### src/rtl/seg7_scan_ctrl.sv
// Multiplexed scan controller for common-anode 7-segment digits sharing one
// registered seg7_encoder; double-buffered display word swapped on frame edges.

module seg7_scan_lane (
    input  logic [3:0] nib,
    input  logic       zero_hi,
    input  logic       blank_lz,
    output logic       zero_here,
    output logic       blank
);
    // zero_here: this nibble and every more significant one are zero
    assign zero_here = zero_hi && (nib == 4'd0);
    assign blank     = blank_lz && zero_here;
endmodule

module seg7_scan_ctrl #(
    parameter int NUM_DIGITS = 8,
    parameter int CLK_DIV    = 50000,
    parameter int DEAD_CYC   = 2
) (
    input  logic                    clock,
    input  logic                    reset,
    input  logic                    enable,
    input  logic                    blank_lz,
    input  logic                    load_valid,
    output logic                    load_ready,
    input  logic [4*NUM_DIGITS-1:0] load_data,
    input  logic [NUM_DIGITS-1:0]   load_dp,
    output logic [3:0]              digit_num,
    output logic [NUM_DIGITS-1:0]   anode_n,
    output logic                    dp_n,
    output logic                    frame_start
);
    localparam int CNT_W = (CLK_DIV > 1) ? $clog2(CLK_DIV) : 1;
    localparam int IDX_W = $clog2(NUM_DIGITS);
    localparam logic [CNT_W-1:0] CNT_LAST = CNT_W'(CLK_DIV - 1);
    localparam logic [CNT_W-1:0] DEAD_END = CNT_W'(DEAD_CYC);
    localparam logic [IDX_W-1:0] IDX_LAST = IDX_W'(NUM_DIGITS - 1);

    typedef enum logic {ST_DEAD, ST_DRIVE} state_t;

    state_t                       state;
    logic [CNT_W-1:0]             cnt, cnt_nxt;
    logic [IDX_W-1:0]             idx;
    logic [NUM_DIGITS-1:0][3:0]   active_nib, shadow_nib;
    logic [NUM_DIGITS-1:0]        active_dp, shadow_dp;
    logic                         pending;
    logic                         slot_end, frame_end, xfer, drive;
    logic [NUM_DIGITS-1:0]        blank;
    logic [NUM_DIGITS:1]          zero_from;

    assign slot_end  = (cnt == CNT_LAST);
    assign frame_end = slot_end && (idx == IDX_LAST);
    assign cnt_nxt   = slot_end ? '0 : cnt + 1'b1;
    assign xfer      = load_valid && load_ready;

    // Digit 0 is never blanked, so the blanking chain only covers digits 1..N-1
    assign zero_from[NUM_DIGITS] = 1'b1;
    assign blank[0]              = 1'b0;
    for (genvar i = 1; i < NUM_DIGITS; i++) begin : g_lane
        seg7_scan_lane u_lane (
            .nib       (active_nib[i]),
            .zero_hi   (zero_from[i+1]),
            .blank_lz  (blank_lz),
            .zero_here (zero_from[i]),
            .blank     (blank[i])
        );
    end

    // Slot timing; state tracks cnt so it is DEAD exactly while cnt < DEAD_CYC
    always_ff @(posedge clock) begin
        if (reset) begin
            cnt   <= '0;
            idx   <= '0;
            state <= ST_DEAD;
        end else begin
            cnt <= cnt_nxt;
            if (slot_end)
                idx <= (idx == IDX_LAST) ? '0 : idx + 1'b1;
            state <= (cnt_nxt >= DEAD_END) ? ST_DRIVE : ST_DEAD;
        end
    end

    // Shadow load and frame-boundary swap; pending implies !load_ready, so
    // a transfer can never coincide with a swap.
    always_ff @(posedge clock) begin
        if (reset) begin
            active_nib  <= '0;
            active_dp   <= '0;
            shadow_nib  <= '0;
            shadow_dp   <= '0;
            pending     <= 1'b0;
            load_ready  <= 1'b1;
            frame_start <= 1'b0;
        end else begin
            frame_start <= frame_end;
            if (frame_end && pending) begin
                active_nib <= shadow_nib;
                active_dp  <= shadow_dp;
                pending    <= 1'b0;
                load_ready <= 1'b1;
            end else if (xfer) begin
                shadow_nib <= load_data;
                shadow_dp  <= load_dp;
                pending    <= 1'b1;
                load_ready <= 1'b0;
            end
        end
    end

    assign drive = (state == ST_DRIVE) && enable && !blank[idx];

    // The encoder adds one more register after digit_num, which the dead time hides
    always_ff @(posedge clock) begin
        if (reset) begin
            digit_num <= 4'd0;
            anode_n   <= '1;
            dp_n      <= 1'b1;
        end else begin
            digit_num <= active_nib[idx];
            if (drive) begin
                anode_n <= ~(NUM_DIGITS'(1) << idx);
                dp_n    <= ~active_dp[idx];
            end else begin
                anode_n <= '1;
                dp_n    <= 1'b1;
            end
        end
    end
endmodule
### config.mk
export PLATFORM = sky130hd
export DESIGN_NAME = seg7_scan_ctrl
export DESIGN_NICKNAME = d
export VERILOG_FILES = /design/src/rtl/seg7_scan_ctrl.sv
export SDC_FILE = /design/constraint.sdc
export NUM_CORES = 1
export LEC_CHECK = 0
export BUFFER_PORTS_ARGS = -buffer_cell sky130_fd_sc_hd__buf_4
export CORE_MARGIN = 2
export CORE_UTILIZATION = 45
export CTS_CLUSTER_DIAMETER = 150
export DETAILED_ROUTE_END_ITERATION = 8
export GPL_ROUTABILITY_DRIVEN = 0
export PLACE_DENSITY = 0.63
export SLEW_MARGIN = 20
export SYNTH_ARGS = -nofsm -noshare
export SYNTH_HDL_FRONTEND = slang
export SYNTH_SLANG_ARGS = --single-unit
### constraint.sdc
create_clock -name clock -period 2.8 [get_ports clock]
set_input_delay 0.42 -clock clock [delete_from_list [all_inputs] [get_ports clock]]
set_output_delay 0.42 -clock clock [all_outputs]
set_load 0.02 [all_outputs]
==> flow_summary_export.csv <==
group,metric,value,unit
outcome,status,"finished clean",
detailed_routing,antenna_left,0,
sta,tns,0,ns
clock_network,cts_buffers,17,
layout,nets,673,
clock_network,postCtsSetupRepairBufs,0,
die,coreArea,10900,um2
layout,num_antenna_cells,0,
power_and_ir_drop,combPwrFrac,0.048,
worst_hold_path,hold_path.class,"input pin to flop",
grt,grt_overflow_total,0,
layout,final_area,6110,um2
placement,placed_area,5540,um2
die,fp-row-count,38,
logic_synthesis,syn_inst,577,
worst_hold_path,min_to,"load_ready$_SDFFE_PP1P_",
placement,pre_cts_ws,0.338,ns
clock_network,cts_root_buffer,"clkbuf_8",
sta,final-setup-viol-count,0,
die,fp.dieW,110,um
detailed_routing,first_iter_violations,225,
sta,fin_worst_skew,0.00772,ns
power_and_ir_drop,p_per_area,635,nW/um2
detailed_routing,vias_per_cell,5.25,
worst_setup_path,startpoint,"cnt[0]$_SDFF_PP0_",
logic_synthesis,ys_types,45,
sta,holdWs,0.106,ns
sta,rsz0062_at_grt,"false",
worst_setup_path,startpoint_type,"flop",
layout,fin_util,0.561,
power_and_ir_drop,power_switching,0.833,mW
logic_synthesis,synth_nets,629,
grt,grt_max_degree,57,
worst_setup_path,rr_worst_depth,7,
die,die_h,110,um
power_and_ir_drop,p_int,3.05,mW
detailed_routing,wl_per_cell,14.0,um
die,ios,60,
die,initial_core_util,0.465,
sta,fin_crit,2.43,ns
clock_network,cts.htree.levels,4,
placement,numPortBuffers,59,
grt,grtUsageMet2,0.301,
power_and_ir_drop,power.leakage,2.19,nW
die,die_area,12100,um2
grt,antenna_found_initial,0,
logic_synthesis,synthMostInstantiatedCell,"nand2_1",
worst_setup_path,reg2reg_to,"shadow_nib[31]$_SDFFE_PP0P_",
logic_synthesis,yosys-top-cells-area,"dfxtp_1, nand2_1, a21oi_2",
sta,setup_slack,0.375,ns
clock_network,cts.repair.resized,0,
logic_synthesis,synth_common_cells,"nand2_1, dfxtp_1, a21oi_1",
worst_hold_path,min-delay-start,"load_valid",
clock_network,cts_max_path_buffers,2,
worst_setup_path,critical_path_class,"flop to flop",
logic_synthesis,synth_flop_cell,"dfxtp_1",
sta,slew_headroom,0.514,
worst_setup_path,crit_path_end_kind,"flop",
worst_hold_path,holdPathStages,2,
detailed_routing,firstDrtPassIters,4,
layout,drive_above_1_share,0.295,
detailed_routing,routed_wl,10800,um
logic_synthesis,async_flop_share,0,
worst_setup_path,critPathMaxFanout,23,
grt,busiest_layer,"met2",
sta,period_share,0.866,
logic_synthesis,ys.warnings.count,0,
clock_network,cts_tree,"built",
detailed_routing,drc,0,
worst_setup_path,r2r_start,"cnt[0]$_SDFF_PP0_",
logic_synthesis,synth-seq-cells,116,
grt,grt_pass1_vias,3869,
sta,finalHoldViolations,0,
logic_synthesis,syn_area,5060,um2
placement,hpwlAfterDp,7290,um
logic_synthesis,seq_area_frac_synth,0.458,
grt,use_met1,0.252,
power_and_ir_drop,swShare,0.215,
sta,max_freq,0.412,GHz
layout,area_growth,20.6,%
worst_setup_path,arrival,2.82,ns
power_and_ir_drop,worst_ir_drop_vdd,400,uV
worst_setup_path,cp.required,3.19,ns
clock_network,cts.sinks,116,
job,cap_viol_max_count,0,
logic_synthesis,yosys.area.top_type,"dfxtp_1",
detailed_routing,num_vias,4063,
clock_network,clk_latency,0.53,ns
worst_setup_path,r2r_slack,0.37,ns
clock_network,cts_hold_buf,0,
grt,grtUsageTotal,0.194,
grt,grt_first_pass_wirelength,18100,um
clock_network,clk_pin_slew,0.06,ns
power_and_ir_drop,power_frac_seq,0.444,
sta,tightest_slew,0.729,ns
sta,drv_slew,0,
logic_synthesis,synth.top_cell.area_share,0.458,
logic_synthesis,avgSynthCellArea,8.78,um2
grt,grt_util_met3,0.0511,
power_and_ir_drop,clkPwrFrac,0.507,
logic_synthesis,synth_edf_count,0,
cells in the final DEF, fill, tap and decap left out, types with 3 or more instances in the layout:
cell       Yosys  layout
mux4_2        10      10
ha_1           7       7
clkbuf_1      30       7
clkinv_2       0       3
or3_1          4       4
xor2_1         4       4
clkbuf_8       0       5
xnor2_1       10      10
nor4_1        13      13
inv_1          6       6
nor2_1        24      24
o22ai_1        3       3
nand2_1      142     142
o21ai_0        8       8
a21oi_2       38      38
nand4_1       12      12
buf_4          0      66
dfxtp_1      116     116
nand3_1       13      13
clkbuf_16      0      16
nand2_2       38      38
a21oi_1       53      53
layer usage:
layer  part of all wire  routed length (um)
met2               0.45                4920
met1               0.48                5210
met5                  0                   0
met3              0.041                 441
met4              0.022                 242
kinds of logic after synthesis:
kind of cell	count (synthesis)	synth area share
and+or+nand+nor	265	0.251
xor gates and xnor gates	14	0.0242
buffers and inverters	51	0.0553
adders and majority gates	7	0.0173
muxes	11	0.0464
DFF	116	0.458
AOI/OAI and AO/OA	113	0.147
final cells by class:
cell class	count	area (um2)
clock buffer	28	495
clock inverter	4	45.0
inverter	7	26.3
fill	1002	4780
multi-input combinational	410	2480
sequential	116	2320
tap	140	175
timing repair buffer	69	563
per-stage QoR:
| step | total power [mW] | instances |
|---|---|---|
| final | 3.88 | 774 |
| after global routing | 4.02 | 774 |
| after CTS | 3.91 | 773 |
| after detailed placement | 1.94 | 741 |
| after global placement | 1.94 | 741 |
| after floorplan | 1.86 | 577 |
sequential cells by signal, indices dropped and copies added, names as in the netlist:
signal       count
anode_n          8
digit_num        4
idx              3
active_dp        8
load_ready       1
pending          1
shadow_nib      32
active_nib      32
frame_start      1
cnt             16
state            1
dp_n             1
shadow_dp        8
critical path, stage by stage (launching register included):
cell	delay [ns]
dfxtp_1	0.39
ha_1	0.27
nand3_1	0.26
nor4_4	0.60
a31oi_4	0.33
buf_16	0.26
nand2_1	0.08
a21oi_1	0.07
power groups by stage:
stage / clock network [mW] / logic (mW) / registers, mW
final: 1.97 / 0.187 / 1.72
after global routing: 2.08 / 0.208 / 1.73
after CTS: 2.00 / 0.184 / 1.72
after detailed placement: 0 / 0.183 / 1.76
after global placement: 0 / 0.179 / 1.76
after floorplan: 0 / 0.105 / 1.75
worst max-delay path by stage:
stage,endpoint,slack [ns],cells past startpoint
final,shadow_nib[31]$_SDFFE_PP0P_,0.37,7
after global routing,shadow_nib[7]$_SDFFE_PP0P_,0.14,7
after CTS,shadow_nib[31]$_SDFFE_PP0P_,0.30,6
after detailed placement,shadow_nib[7]$_SDFFE_PP0P_,0.34,6
after global placement,shadow_dp[6]$_SDFFE_PP0P_,0.40,5
after floorplan,active_nib[12]$_SDFFE_PP0P_,0.76,8
(Power assumes the default switching activity.)
